## config.mk

```make
export PLATFORM = sky130hd
export DESIGN_NAME = mux4_rr_sel
export DESIGN_NICKNAME = d
export VERILOG_FILES = /design/src/rtl/mux4_rr_sel.sv
export SDC_FILE = /design/constraint.sdc
export NUM_CORES = 1
export LEC_CHECK = 0
export ABC_AREA = 1
export BUFFER_PORTS_ARGS = -buffer_cell sky130_fd_sc_hd__buf_4
export CORE_UTILIZATION = 65
export CTS_BUF_LIST = sky130_fd_sc_hd__clkbuf_2
export DETAILED_ROUTE_END_ITERATION = 12
export GPL_TIMING_DRIVEN = 0
export PLACE_DENSITY = 0.87
export SLEW_MARGIN = 30
export SYNTH_ARGS = -nofsm -noshare
export SYNTH_HDL_FRONTEND = slang
export SYNTH_SLANG_ARGS = --single-unit
```

## constraint.sdc

```tcl
create_clock -name clk -period 2.65 [get_ports clk]
set_input_delay 0.1325 -clock clk [delete_from_list [all_inputs] [get_ports clk]]
set_output_delay 0.1325 -clock clk [all_outputs]
set_load 0.005 [all_outputs]
```

## src/rtl/mux4_rr_sel.sv

```systemverilog
// Round-robin selector driving the 4:1 data mux select, with per-grant beat limit and valid/ready output.
// Optional MUX4_SEL_LOCK_EN adds a `lock` input that suppresses the beat-limit release while held.
module mux4_rr_sel #(
    parameter int MAX_BEATS = 4,
    parameter int CNT_W     = 8
) (
    input  logic       clk,
    input  logic       rst,
    input  logic [3:0] req,
    input  logic       out_ready,
`ifdef MUX4_SEL_LOCK_EN
    input  logic       lock,
`endif
    output logic [1:0] sel,
    output logic [3:0] grant,
    output logic       out_valid,
    output logic       last_beat
);

    typedef enum logic {ST_IDLE, ST_GRANT} state_t;

    state_t           r_state, w_state_nxt;
    logic [1:0]       r_sel, w_sel_nxt;
    logic [3:0]       r_grant, w_grant_nxt;
    logic [1:0]       r_last, w_last_nxt;
    logic [CNT_W-1:0] r_beat_cnt, w_cnt_nxt;

    logic       w_lock;
    logic       w_beat;
    logic       w_cnt_max;
    logic       w_rel_a;
    logic       w_rel_b;
    logic [3:0] w_arb_req;
    logic [1:0] w_arb_last;
    logic       w_found;
    logic [1:0] w_pick;

`ifdef MUX4_SEL_LOCK_EN
    assign w_lock = lock;
`else
    assign w_lock = 1'b0;
`endif

    assign sel       = r_sel;
    assign grant     = r_grant;
    assign w_beat    = out_valid & out_ready;
    assign w_cnt_max = (r_beat_cnt == CNT_W'(MAX_BEATS - 1));
    assign w_rel_a   = (r_state == ST_GRANT) & ~req[r_sel];
    assign w_rel_b   = (r_state == ST_GRANT) & w_beat & w_cnt_max & ~w_lock;

    // Arbitration input: in GRANT the search starts after the current holder,
    // which becomes the new pointer on release.
    always_comb begin
        w_arb_req  = req;
        w_arb_last = r_last;
        if (r_state == ST_GRANT) begin
            w_arb_last = r_sel;
            if (w_rel_a)
                w_arb_req = req & ~(4'b0001 << r_sel);
        end
    end

    always_comb begin
        logic [1:0] v_idx;
        w_found = 1'b0;
        w_pick  = 2'd0;
        v_idx   = 2'd0;
        for (int k = 1; k <= 4; k++) begin
            v_idx = w_arb_last + 2'(k);
            if (!w_found && w_arb_req[v_idx]) begin
                w_found = 1'b1;
                w_pick  = v_idx;
            end
        end
    end

    always_ff @(posedge clk) begin
        if (rst) begin
            r_state    <= ST_IDLE;
            r_sel      <= 2'd0;
            r_grant    <= 4'b0000;
            r_last     <= 2'd3;
            r_beat_cnt <= '0;
        end else begin
            r_state    <= w_state_nxt;
            r_sel      <= w_sel_nxt;
            r_grant    <= w_grant_nxt;
            r_last     <= w_last_nxt;
            r_beat_cnt <= w_cnt_nxt;
        end
    end

    always_comb begin
        w_state_nxt = r_state;
        w_sel_nxt   = r_sel;
        w_grant_nxt = r_grant;
        w_last_nxt  = r_last;
        w_cnt_nxt   = r_beat_cnt;
        case (r_state)
            ST_IDLE: begin
                if (w_found) begin
                    w_state_nxt = ST_GRANT;
                    w_sel_nxt   = w_pick;
                    w_grant_nxt = 4'b0001 << w_pick;
                    w_cnt_nxt   = '0;
                end
            end
            ST_GRANT: begin
                if (w_rel_a || w_rel_b) begin
                    w_last_nxt = r_sel;
                    w_cnt_nxt  = '0;
                    if (w_found) begin
                        w_sel_nxt   = w_pick;
                        w_grant_nxt = 4'b0001 << w_pick;
                    end else begin
                        w_state_nxt = ST_IDLE;
                        w_grant_nxt = 4'b0000;
                    end
                end else if (w_beat && !w_cnt_max) begin
                    // Under lock the counter saturates at MAX_BEATS-1.
                    w_cnt_nxt = r_beat_cnt + 1'b1;
                end
            end
            default: w_state_nxt = ST_IDLE;
        endcase
    end

    always_comb begin
        out_valid = (r_state == ST_GRANT) & req[r_sel];
        last_beat = (r_state == ST_GRANT) & w_cnt_max & ~w_lock;
    end

endmodule
```

After elaboration in Yosys (flattened, before gate mapping)
Index checks and enable logic that the tools add are counted.
{ "op_classes": {"n_reduce_logical": 12, "bitwise": 10, "addsub": 4, "mux": 35, "n_shift": 2, "order_cmp": 5, "n_eq_ne": 4} }
{ "op_table": {"columns": ["op", "count"], "rows": [
  ["$mux W8", 3],
  ["$mux W4", 5],
  ["$pmux W8 S2", 1],
  ["$lt A2 B3 Y1 const B", 5],
  ["$mux W2", 7],
  ["$mux W1", 11],
  ["$bmux W1 S2", 5],
  ["$add A8 B1 Y8 const B", 1],
  ["$eq A8 B2 Y1 const B", 1],
  ["$pmux W4 S2", 1],
  ["$shl A1 B2 Y4 const A", 2],
  ["$and A1 B1 Y1", 6],
  ["$reduce_and A2 Y1", 3],
  ["$add A2 B2 Y2 const B", 2],
  ["$and A4 B4 Y4", 1],
  ["$logic_and A1 B1 Y1", 4],
  ["$logic_not A1 Y1", 4],
  ["$not A4 Y4", 1],
  ["$pmux W2 S2", 1],
  ["$ne A3 B1 Y1 const B", 1],
  ["$add A2 B1 Y2 const B", 1],
  ["$ne A2 B1 Y1 const B", 1],
  ["$ne A2 B2 Y1 const B", 1],
  ["$not A1 Y1", 2],
  ["2 further kinds", 2]
]} }
{ "totals": {"out_inout_bits": 8, "in_bits": 7, "elab_cells": 77, "regBits": 17} }

Logic depth before layout (Yosys ltp)
Gate-level depths: netlist of the first run.
{ "logic_depth": {"word_depth": 22, "mapped_depth": 17, "mapped_depth_nobuf": 15} }

Worst setup path after synthesis of the first run
OpenSTA, ideal clock, no wires.
{ "synth_path": {"kind": "reg2reg", "start": "register r_sel[0] (netlist: sel[0])", "end": "register r_grant[0] (netlist: grant[0])", "path_stages_with_launch": 15, "n_path_buf": 1, "arrival_ps": 1550, "setup_ps": 135, "synth_period_minus_slack_ps": 1685, "slack_ps": 965, "cell_sequence": "dfxtp_1 -> nand2_2 -> nand2_2 -> buf_6 -> nand2_1 -> nand2_1 -> nand2_2 -> o21ai_4 -> inv_2 -> nor2_4 -> nand3_2 -> nand2_2 -> nor2_2 -> nand2_1 -> a21oi_1"} }
{ "synth_via": {"elab_chain_len": 22, "word_cells_on_any_way": 48, "classes_between": "add/sub (3); eq/ne (2); shift (2); mux (25); bitwise (8); reduce/logical (8)"} }
{ "synth_lines": {"columns": ["item", "line", "rtl"], "rows": [
  ["from (decl)", "23", "logic [1:0] r_sel, w_sel_nxt;"],
  ["from (signal assigned)", "86", "r_sel <= w_sel_nxt;"],
  ["$bmux W1 S2", "48, 129", null],
  ["$mux W1 (not written as such)", "48, 129", null],
  ["$not A1 Y1", "48", "assign w_rel_a = (r_state == ST_GRANT) & ~req[r_sel];"],
  ["$and A1 B1 Y1", "48", null],
  ["$mux W4", "58", "if (w_rel_a)"],
  ["$mux W4", "56", "if (r_state == ST_GRANT) begin"],
  ["$bmux W1 S2", "70", "if (!w_found && w_arb_req[v_idx]) begin"],
  ["$mux W1 (not written as such)", "70", null],
  ["[6 not listed]", null, null],
  ["$mux W1", "70", null],
  ["$logic_not A1 Y1", "70", null],
  ["$logic_and A1 B1 Y1", "70", null],
  ["$mux W2", "70", null],
  ["$shl A1 B2 Y4", "104, 114", null],
  ["$mux W4", "112", "if (w_found) begin"],
  ["$mux W4", "109", "if (w_rel_a || w_rel_b) begin"],
  ["$pmux W4 S2", "99", "case (r_state)"],
  ["to (signal assigned)", "87", "r_grant <= w_grant_nxt;"],
  ["to (decl)", "24", "logic [3:0] r_grant, w_grant_nxt;"]
]} }
Parallel ways exist; a longest one is shown, timed or not. The select of a mux whose other input is x is not followed.
A chain may end at the register's enable or synchronous reset.

Worst setup path after layout of the first run
Ends and elaborated chain as after synthesis.

==> summary.txt, run 1 <==
Critical path
  – CP max stage cell: dfxtp_1
  – Critical path startpoint category: flip-flop
  – Worst Setup End Kind: flip-flop
  – Crit-path leading delay family: simple AND/OR/NAND/NOR gates
  – R2r worst-path depth: 14
  – Reg2Reg Setup Slack: ~0.64 ns
  – Critical Path Fanout Max: 10
  – Max stage delay on crit path: around 0.55 ns
  – Levels on crit path: 14
  – Reg-to-reg endpoint: grant[0]
  – Worst setup path class: reg -> reg
  – RR Startpoint: sel[0]
  – Most common cell on crit path: nand2_2
  – CP Buf/Inv Count: 2
  – WP data arrival: about 2.2 ns
  – Worst EP required: between 2 and 3 ns
  – Worst path cell trace: nand2_2, nand2_2, buf_6, nand2_1, nand2_1, nand2_2, o21ai_4, inv_2, nor2_4, nand3_2, nand2_2, nor2_2, nand2_1, a21oi_1
  – Crit path from: sel[0]

Synth
  – Seq/Total Area, Yosys: between 20% and 30%
  – Syn. warnings: 0
  – Largest area contributor in the netlist: dfxtp_1
  – Yosys cell types: 34
  – Share of the synthesized area in the top cell type: roughly 25%
  – Largest cells by area after synthesis: dfxtp_1 (25%), nand2_1 (16%), nand2_2 (8.1%), nand2_4 (7.3%), nand3_1 (5.8%)
  – Post-synthesis average cell area: about 7 µm²
  – Syn Nets: ~210
  – Post-synthesis cell count: around 200
  – Post-synthesis register bit count: 17
  – Cell Area, Synth: approximately 0.0014 mm²

Timing
  – Fin Clk Skew: 0.0137 ns
  – Setup TNS Final: 0 ns
  – Max Transition Viols Final: 0
  – Final Cycle Share: 75.7%
  – Worst-margin pin slew: 0.549 ns
  – Max Clock Freq: about 500 MHz
  – Final setup viols: 0
  – Final Hold Viols: 0
  – Relative slew slack: between 60 and 70%
  – RSZ-0062 raised after global routing: no
  – Fin crit period: 2.01 ns

Floorplanning
  – Die ar.: ~0.0023 mm²
  – Die width: 48.1 µm
  – Number of cell rows: 16
  – Initial core utilization: between 60% and 70%
  – I/O pin total: 15
  – Die height: 48.1 µm
  – Core Area: around 0.002 mm²

Route
  – Via density: 5.36
  – DR pass1 iterations: 4
  – Post-route ant nets: 0
  – DR WL/cell: ~12 µm
  – DRC Markers: 0
  – WL final: ~3000 µm
  – Vias: 1319
  – Iter 0 DRT Violations: 32

Cells and area
  – Area of the multi-input gates: 925 µm²
  – Fillers: 160
  – Layout Nets: 228
  – Layout area overhead: 11.5%
  – Fin util: roughly 80%
  – FF/Latch Area: roughly 340 µm²
  – ANT cells: 0
  – Layout cells sized above 1: slightly above 30%

Power
  – P_leak: approximately 0.00071 µW
  – VDD IR max: around 0.57 mV
  – PD cells: just under 900 mW/mm²

Global routing
  – Met2 Use GR: 48.8%
  – Gr usage total: between 20 and 30%
  – Global Route met1 Usage: approximately 40%
  – Most Crowded Layer GR: met2
  – First-pass GRT wire length: around 4800 µm
  – Antenna violations before repair: 0
  – Largest net degree at the start of global routing: 11
  – Grt ovf: 0
  – Number of global-route vias before repair: 1154
  – Met3 usage: between 6 and 7%

Clock tree
  – CTS Buffer Depth: 2
  – Root buf cell: clkbuf_2
  – Post-CTS sizing: 0
  – Htree depth: 1
  – Clock Latency Late Sink: around 0.30 ns
  – CTS sink cnt: 17
  – Cts bufs inserted: 3
  – Clock transition at path regs: approximately 0.18 ns
  – Postcts setup bufs: 0
  – Hold Buf Count CTS: 0
  – CTS tree: done

Hold path
  – Hold depth: 3
  – Path type of the worst min-delay path: in -> reg
  – Worst hold start: rst
  – Hold EP: r_last[0]

Placement
  – I/O Buffers: 14
  – RD Place Congestion: about 0.9
  – DP Wirelength: approximately 2400 µm

Run
  – Max-cap violations: 0

Outcome
  – Status: complete, no violations
[cell families after synthesis]
| group | after synthesis | synth area share (%) |
|---|---|---|
| and+or+nand+nor | 133 | 54.3 |
| DFF | 17 | 24.6 |
| adders and majority gates | 1 | 0.904 |
| buffers and inverters | 25 | 8.59 |
| xor gates and xnor gates | 3 | 1.90 |
| AOI/OAI and AO/OA | 22 | 9.77 |
[worst max-delay path by stage]
stage	slack [ns]	to
finish	0.64	grant[0]
global route	0.49	r_beat_cnt[4]
CTS	0.66	grant[0]
detailed placement	0.69	grant[0]
global placement	0.78	grant[0]
floorplan	0.96	grant[0]
[power by group]
group / switching, µW / total [µW] / internal [µW]
clock network: 85.1 / 119 / 34.2
logic: 580 / 902 / 322
registers: 49.9 / 359 / 309
[layer usage]
| layer | wire [µm] | share of wire, % |
|---|---|---|
| met1 | 1450 | 48 |
| met2 | 1430 | 47 |
| met3 | 136 | 4.5 |
| met4 | 0 | 0 |
| met5 | 0 | 0 |
[cell type report]
class	instances	area share [%]
Timing Repair Buffer	14	6.81
Clock inverter	1	0.324
Buffer	3	1.70
Multi-Input combinational cell	159	59.9
Sequential cell	17	22.1
Tap cell	27	2.19
Clock buffer	3	0.973
Inverter	22	6.00
[synthesized netlist by cell type (all sizes together)]
cell type,instances
nand4,3
nor4,2
and2,2
ha,1
nand3,22
xnor2,1
a21oi,15
xor2,2
inv,21
nand2,85
nand3b,2
or2,2
nor2,11
o21ai,6
buf,2
clkinv,1
dfxtp,17
clkbuf,1
a21boi,1
nor3,4
[flip-flops by register name, summed over array words and instances, names as in the netlist]
signal      flops
r_beat_cnt      8
sel             2
r_state         1
r_last          2
grant           4
[worst reg2reg max path, stage by stage, from the launching register on]
cell and delay (ns):
dfxtp_1 0.55, nand2_2 0.12, nand2_2 0.11, buf_6 0.16, nand2_1 0.07, nand2_1 0.11, nand2_2 0.08, o21ai_4 0.10
inv_2 0.08, nor2_4 0.14, nand3_2 0.08, nand2_2 0.12, nor2_2 0.05, nand2_1 0.07, a21oi_1 0.06
[cells in the final DEF (no fill, tap or decap), types with 2 or more instances in the layout]
cell type  count
nand3b_1       2
buf_6          2
buf_4         14
nor3_1         3
a21oi_2        3
nand3_1       16
nand2_4        9
nand4_1        2
clkbuf_2       3
nand3_2        6
and2_1         2
dfxtp_1       17
a21oi_1       12
nand2_1       58
inv_2          2
nand2_2       18
xor2_1         2
o21ai_0        5
nor4_1         2
inv_1         17
nor2_1         8
[stage by stage]
stage | worst slack (ns) | total power, µW | hold slack (ns) | cell area (µm²) | cells
2_1_floorplan | 0.965 | 1060 | 0.232 | 1380 | 201
3_3_place_gp | 0.775 | 1220 | 0.355 | 1520 | 242
3_5_place_dp | 0.686 | 1260 | 0.367 | 1520 | 242
4_1_cts | 0.655 | 1380 | 0.0492 | 1540 | 246
5_1_grt | 0.490 | 1500 | 0.0642 | 1540 | 246
6_report | 0.643 | 1380 | 0.0536 | 1540 | 246
Power figures use the tool's default switching activity.
==> run 2, diff against run 1 <==
--- a/config.mk
+++ b/config.mk
@@ -7,11 +7,12 @@
 export LEC_CHECK = 0
 export ABC_AREA = 1
 export BUFFER_PORTS_ARGS = -buffer_cell sky130_fd_sc_hd__buf_4
-export CORE_UTILIZATION = 65
+export CORE_ASPECT_RATIO = 1.75
+export CORE_UTILIZATION = 60
 export CTS_BUF_LIST = sky130_fd_sc_hd__clkbuf_2
 export DETAILED_ROUTE_END_ITERATION = 12
 export GPL_TIMING_DRIVEN = 0
-export PLACE_DENSITY = 0.87
+export PLACE_DENSITY = 0.81
 export SLEW_MARGIN = 30
 export SYNTH_ARGS = -nofsm -noshare
 export SYNTH_HDL_FRONTEND = slang
==> constraint.sdc (replaced) <==
create_clock -name clk -period 2.1 [get_ports clk]
set_input_delay 0.105 -clock clk [delete_from_list [all_inputs] [get_ports clk]]
set_output_delay 0.105 -clock clk [all_outputs]
set_load 0.005 [all_outputs]
==> run 2 against run 1 <==
Final area is 0.16% lower. Sequential cell count unchanged. Sequential power increased by 26%. Clock power rose by 26%. Critical path type unchanged. Critical endpoint is now r_beat_cnt[1].
==> summary.txt, run 2 (synthesized netlist as in run 1, its figures left out) <==
Clock tree
  – CTS sink cnt: 17 (unchanged)
  – Clock transition at path regs: 0.17 ns (about the same)
  – Htree depth: 1 (unchanged)
  – Clock Latency Late Sink: 0.30 ns (about the same)
  – CTS Buffer Depth: 2 (unchanged)
  – CTS tree: done
  – Cts bufs inserted: 3 (unchanged)
  – Root buf cell: clkbuf_2
  – Postcts setup bufs: 0 (unchanged)

Critical path
  – Crit path from: r_state
  – Critical Path Fanout Max: 10 (unchanged)
  – WP data arrival: 2.15 ns (-0.05 ns)
  – Levels on crit path: 14 (unchanged)
  – Reg-to-reg endpoint: r_beat_cnt[1]
  – Max stage delay on crit path: 0.36 ns (-0.19 ns)
  – RR Startpoint: r_state
  – Worst setup path class: reg -> reg
  – Critical path startpoint category: flip-flop
  – Worst Setup EP: r_beat_cnt[1]
  – CP Buf/Inv Count: 3 (+1)
  – Worst EP required: 2.32 ns (-0.52 ns)
  – Worst path cell trace: buf_6, inv_8, nand2_1, nand2_2, nand2_1, nand2_2, nand2_2, nand2_4, nor2_8, nand4_4, nand2_4, inv_4, nor2_1, nor3_2
  – Crit-path leading delay family: simple AND/OR/NAND/NOR gates
  – CP max stage cell: dfxtp_1
  – Reg2Reg Setup Slack: 0.17 ns (-0.48 ns)
  – Worst Setup End Kind: flip-flop
  – R2r worst-path depth: 14 (unchanged)
  – Most common cell on crit path: nand2_2

Global routing
  – Antenna violations before repair: 0 (unchanged)
  – Largest net degree at the start of global routing: 11 (unchanged)
  – Grt ovf: 0 (unchanged)
  – First-pass GRT wire length: 5030 µm (+4.9%)
  – Gr usage total: 27.9% (-1.3 points)
  – Number of global-route vias before repair: 1266 (+9.7%)

Outcome
  – Status: complete, no violations

Placement
  – Placed cell count: 239 (-1.2%)
  – DP Wirelength: 2480 µm (+5.5%)
  – RD Place Congestion: 0.768 (-15%)
  – I/O Buffers: 14 (unchanged)

Route
  – DR WL/cell: 12.7 µm (+3.7%)
  – WL final: 3100 µm (+2.5%)
  – DR pass1 iterations: 4 (unchanged)
  – Via density: 5.55 (+3.5%)
  – DRC Markers: 0 (unchanged)
  – Post-route ant nets: 0 (unchanged)
  – Vias: 1349 (+2.3%)
  – Iter 0 DRT Violations: 40 (+25%)

Floorplanning
  – I/O pin total: 15 (unchanged)
  – Die width: 38.3 µm (-20%)
  – Initial core utilization: 64.5% (-5.4 points)
  – Die ar.: 0.00251 mm² (+8.3%)
  – Core Area: 0.00215 mm² (+8.3%)
  – Number of cell rows: 22 (+6)
  – Die height: 65.5 µm (+36%)

Timing
  – Setup TNS Final: 0 ns (unchanged)
  – Final Cycle Share: 92.1% (+16 points)
  – Worst-case hold slack: 0.0247 ns (-0.0289 ns)
  – RSZ-0062 raised after global routing: no
  – Max Transition Viols Final: 0 (unchanged)
  – Max Clock Freq: 517 MHz (+3.8%)
  – Final setup viols: 0 (unchanged)
  – Final Hold Viols: 0 (unchanged)
  – Fin Clk Skew: 0.00156 ns (-0.0122 ns)
  – Relative slew slack: 65.8% (+2.3 points)
  – Worst-margin pin slew: 0.514 ns (-0.0352 ns)
  – Fin crit period: 1.93 ns (-0.0727 ns)

Cells and area
  – ANT cells: 0 (unchanged)
  – Max reg flops: 8 (unchanged)
  – Fin util: 71.7% (-6.1 points)
  – Commonest non-fill, non-tap cells in the layout: nand2_1 (58), nand2_2 (18), inv_1 (17)
  – Layout Cells excl Fill: 243 (-1.2%)
  – Most flops, register: r_beat_cnt
  – Layout cells sized above 1: 31.1% (+0.46 points)
  – Layout area overhead: 11.3%
  – Most common cell after layout, fill and taps aside: nand2_1
  – Layout Nets: 228 (unchanged)

Hold path
  – Path type of the worst min-delay path: in -> reg
  – Hold depth: 3 (unchanged)

Power
  – P_leak: 0.000706 µW (about the same)
  – PD cells: 1140 mW/mm² (+27%)
  – VDD IR max: 0.722 mV (+26%)
  – Pwr Total: 1750 µW (+27%)

Run
  – Max-cap violations: 0 (unchanged)
==> run 2: cell counts in the layout (fill, tap and decap cells not counted) <==
Identical to the previous run, type by type.
==> run 2: layout make-up <==
cell class,count,area (µm²)
Clock buffer,3,15.0
Multi-Input combinational cell,159,925
Clock inverter,1,5.00
Tap cell,24,30.0
Inverter,22,92.6
Sequential cell,17,342
Timing Repair Buffer,14,105
Buffer,3,26.3
Fill cell,189,607
==> run 2: worst min-delay path by stage <==
| stage | startpoint | endpoint | slack [ns] |
|---|---|---|---|
| final | rst | r_last[0] | 0.02 |
| after CTS | rst | r_last[0] | 0.02 |
| after floorplan | rst | r_last[0] | 0.20 |
| after global routing | rst | r_last[1] | 0.02 |
| after detailed placement | rst | r_last[0] | 0.35 |
| after global placement | rst | r_last[1] | 0.34 |
==> run 2: layer usage <==
layer  global-route usage, %  vias to the layer above  routed length, µm
li1                        -                      683                  -
met1                    25.2                      633               1140
met2                    55.9                       29               1840
met5                       0                        -                  0
met3                    1.01                        4                 74
met4                    14.3                        0                 43
==> run 2: worst min-delay path, stage by stage <==
cell	delay (ns)
buf_4	0.11
a21oi_1	0.04
o21ai_0	0.05
==> run 2: repair_timing <==
| action | in CTS | in global routing |
|---|---|---|
| resized for setup | 0 | 1 |
| endpoints found under the setup margin | 0 | 7 |
| hold buffers | 0 | 0 |
==> run 2: report_power, final <==
group	total (µW)	leakage [µW]	switching [µW]	internal, µW
combinational	1140	0.000551	738	407
clock	150	0.0000164	107	43.1
sequential	454	0.000139	62.8	391
==> run 2: through the flow <==
| stage | setup slack [ns] | instance area, µm² |
|---|---|---|
| 2_1_floorplan | 0.415 | 1380 |
| 3_3_place_gp | 0.216 | 1520 |
| 3_5_place_dp | 0.149 | 1520 |
| 4_1_cts | 0.126 | 1540 |
| 5_1_grt | 0.00743 | 1540 |
| 6_report | 0.166 | 1540 |
==> run 3, diff against run 2 <==
--- a/config.mk
+++ b/config.mk
@@ -6,13 +6,13 @@
 export NUM_CORES = 1
 export LEC_CHECK = 0
 export ABC_AREA = 1
-export BUFFER_PORTS_ARGS = -buffer_cell sky130_fd_sc_hd__buf_4
-export CORE_ASPECT_RATIO = 1.75
-export CORE_UTILIZATION = 60
+export CORE_UTILIZATION = 65
 export CTS_BUF_LIST = sky130_fd_sc_hd__clkbuf_2
 export DETAILED_ROUTE_END_ITERATION = 12
+export DONT_BUFFER_PORTS = 1
 export GPL_TIMING_DRIVEN = 0
 export PLACE_DENSITY = 0.81
+export REMOVE_ABC_BUFFERS = 1
 export SLEW_MARGIN = 30
 export SYNTH_ARGS = -nofsm -noshare
 export SYNTH_HDL_FRONTEND = slang
==> run 3 against run 2 <==
Critical path depth shrank 1. Via count fell by 8.0%. Sequential cell count is the same. Combinational power shrank 11%. Routed wire length shrank 11%. Clock skew grew 0.0096 ns. Final area fell by 7.0%. Worst setup slack improved by 0.057 ns. Non-clock buffer count decreased by 16. Clock-buffer cell count unchanged. Sequential power up 5.3%. Final cell count fell by 5.3%. Critical path type unchanged. Largest power group unchanged. Highest routed layer unchanged.
==> summary.txt, run 3 (synthesized netlist as in run 1, its figures left out) <==
Outcome
  – Status: complete, no violations

Placement
  – Post-Place Cell Area: 0.00139 mm² (-8.4%)
  – RD Place Congestion: 0.854 (+11%)
  – DP Wirelength: 2140 µm (-14%)
  – I/O Buffers: 0 (-14)
  – Pre-CTS worst setup slack: 0.00293 ns (-0.146 ns)

Floorplanning
  – Core Area: 0.00198 mm² (-7.7%)
  – Number of cell rows: 16 (-27%)
  – Die ar.: 0.00232 mm² (-7.7%)
  – Die height: 48.1 µm (-27%)
  – I/O pin total: 15 (unchanged)
  – Die width: 48.1 µm (+26%)
  – Initial core utilization: 69.8% (+5.4 points)

Power
  – Switch Pwr: 870 µW (-4.2%)
  – VDD IR max: 0.766 mV (+6.2%)
  – PD cells: 1140 mW/mm² (+0.78%)
  – P_leak: 0.000628 µW (-11%)
  – Combinational share of power: 61.6% (-3.9 points)
  – Reg power frac: 29.1% (+3.1 points)
  – Sw Ratio: 53.0% (+1.2 points)
  – Clock share of power: 9.3% (+0.7 points)
  – Internal power: 770 µW (-8.5%)

Route
  – Iter 0 DRT Violations: 39 (-2.5%)
  – Post-route ant nets: 0 (unchanged)
  – WL final: 2750 µm (-11%)
  – Vias: 1241 (-8.0%)
  – Via density: 5.40 (-2.8%)
  – DR pass1 iterations: 4 (unchanged)
  – DRC Markers: 0 (unchanged)
  – DR WL/cell: 11.9 µm (-6.3%)

Timing
  – Worst setup margin: 0.223 ns (+0.0571 ns)
  – Worst-margin pin slew: 0.524 ns (+0.0102 ns)
  – RSZ-0062 raised after global routing: no
  – Fin crit period: 1.88 ns (-0.0571 ns)
  – Final Cycle Share: 89.4% (-2.7 points)
  – Final setup viols: 0 (unchanged)
  – Fin Clk Skew: 0.0112 ns (+0.00960 ns)
  – Max Transition Viols Final: 0 (unchanged)
  – Max Clock Freq: 533 MHz (+3.0%)
  – Setup TNS Final: 0 ns (unchanged)
  – Relative slew slack: 65.0% (-0.79 points)
  – Final Hold Viols: 0 (unchanged)

Clock tree
  – Postcts setup bufs: 0 (unchanged)
  – Cts bufs inserted: 3 (unchanged)
  – Clock Latency Late Sink: 0.30 ns (about the same)
  – Root buf cell: clkbuf_2
  – CTS Buffer Depth: 2 (unchanged)
  – CTS sink cnt: 17 (unchanged)
  – CTS tree: done
  – Htree depth: 1 (unchanged)
  – Clock transition at path regs: 0.18 ns (about the same)

Cells and area
  – Fillers: 148 (-22%)
  – Layout cells sized above 1: 26.6% (-4.4 points)
  – Layout area overhead: 3.53%
  – Commonest non-fill, non-tap cells in the layout: nand2_1 (58), inv_1 (17), nand2_2 (17)
  – Most flops, register: r_beat_cnt
  – Most common cell after layout, fill and taps aside: nand2_1
  – Max reg flops: 8 (unchanged)
  – Cell area after layout: 0.00143 mm² (-7.0%)
  – Layout Nets: 212 (-7.0%)
  – ANT cells: 0 (unchanged)

Global routing
  – Gr usage total: 27.0% (-0.81 points)
  – First-pass GRT wire length: 4390 µm (-13%)
  – Number of global-route vias before repair: 1088 (-14%)
  – Grt ovf: 0 (unchanged)
  – Largest net degree at the start of global routing: 14 (+3)
  – Antenna violations before repair: 0 (unchanged)

Critical path
  – Reg-to-reg endpoint: sel[1]
  – Critical Path Fanout Max: 10 (unchanged)
  – R2r worst-path depth: 13 (-1)
  – Critical path startpoint category: flip-flop
  – Crit path from: r_state
  – Worst setup path class: reg -> reg
  – WP data arrival: 2.10 ns (-0.05 ns)
  – Worst EP required: 2.32 ns (about the same)
  – Reg2Reg Setup Slack: 0.22 ns (+0.06 ns)
  – RR Startpoint: r_state
  – Worst Setup End Kind: flip-flop

Run
  – Max-cap violations: 0 (unchanged)

Hold path
  – Hold EP: r_state
  – Worst hold start: req[1]
  – Path type of the worst min-delay path: in -> reg
  – Hold depth: 4 (+1)
## run 3: cell count changes in the layout (fill, tap and decap cells not counted), sizes merged
cell,delta
buf,-16
clkbuf,-1
dlygate4sd3,+1
## run 3: power groups by stage
stage / clock network, µW / logic [µW] / registers [µW]
floorplan: 0 / 860 / 457
global placement: 0 / 963 / 474
detailed placement: 0 / 995 / 480
CTS: 159 / 1000 / 474
global route: 171 / 1120 / 493
finish: 152 / 1010 / 478
## run 3: critical path, stage by stage, from the launching register on
cell	delay (ns)
dfxtp_4	0.43
inv_8	0.10
nand2_1	0.07
nand2_2	0.16
nand2_1	0.09
nand2_2	0.14
nand2_2	0.08
o21ai_4	0.09
inv_2	0.08
nor2_4	0.14
nand3_2	0.08
nand2_2	0.12
nand2_1	0.08
a21oi_1	0.15
## run 3: layer usage
layer	global-route usage [%]	vias to the layer above	wire, µm
li1	-	648	-
met1	36.9	559	1280
met2	42.7	32	1310
met3	5.56	2	144
met4	8.33	0	8
met5	0	-	0
## run 3: worst max-delay path by stage
stage / cells after the start / slack (ns) / to
2_1_floorplan: 13 / 0.24 / grant[0]
3_3_place_gp: 13 / 0.04 / grant[0]
3_5_place_dp: 11 / 0.003 / r_beat_cnt[0]
4_1_cts: 13 / 0.05 / grant[0]
5_1_grt: 14 / 0.04 / grant[0]
6_report: 13 / 0.22 / sel[1]
## run 3: repair_timing
action	4_1_cts	5_1_grt
hold buffers	1	0
resized for setup	1	4
hold endpoints to repair	16	0
setup endpoints to repair	7	14
## run 3: cell type report
type / count / area [µm²] / area share (%)
Inverter: 22 / 92.6 / 6.46
Tap cell: 27 / 33.8 / 2.36
Multi-Input combinational cell: 159 / 930 / 64.9
Timing Repair Buffer: 1 / 10.0 / 0.699
Clock buffer: 3 / 15.0 / 1.05
Sequential cell: 17 / 347 / 24.2
Clock inverter: 1 / 5.00 / 0.349
## run 3: metrics by stage
stage	utilization, %	total power [µW]	hold WS, ns	instances
after floorplan	-	1320	0.167	198
after global placement	70.2	1440	0.170	225
after detailed placement	70.2	1470	0.171	225
after CTS	71.8	1640	0.144	230
after global routing	72.3	1780	0.164	230
final	72.3	1640	0.162	230
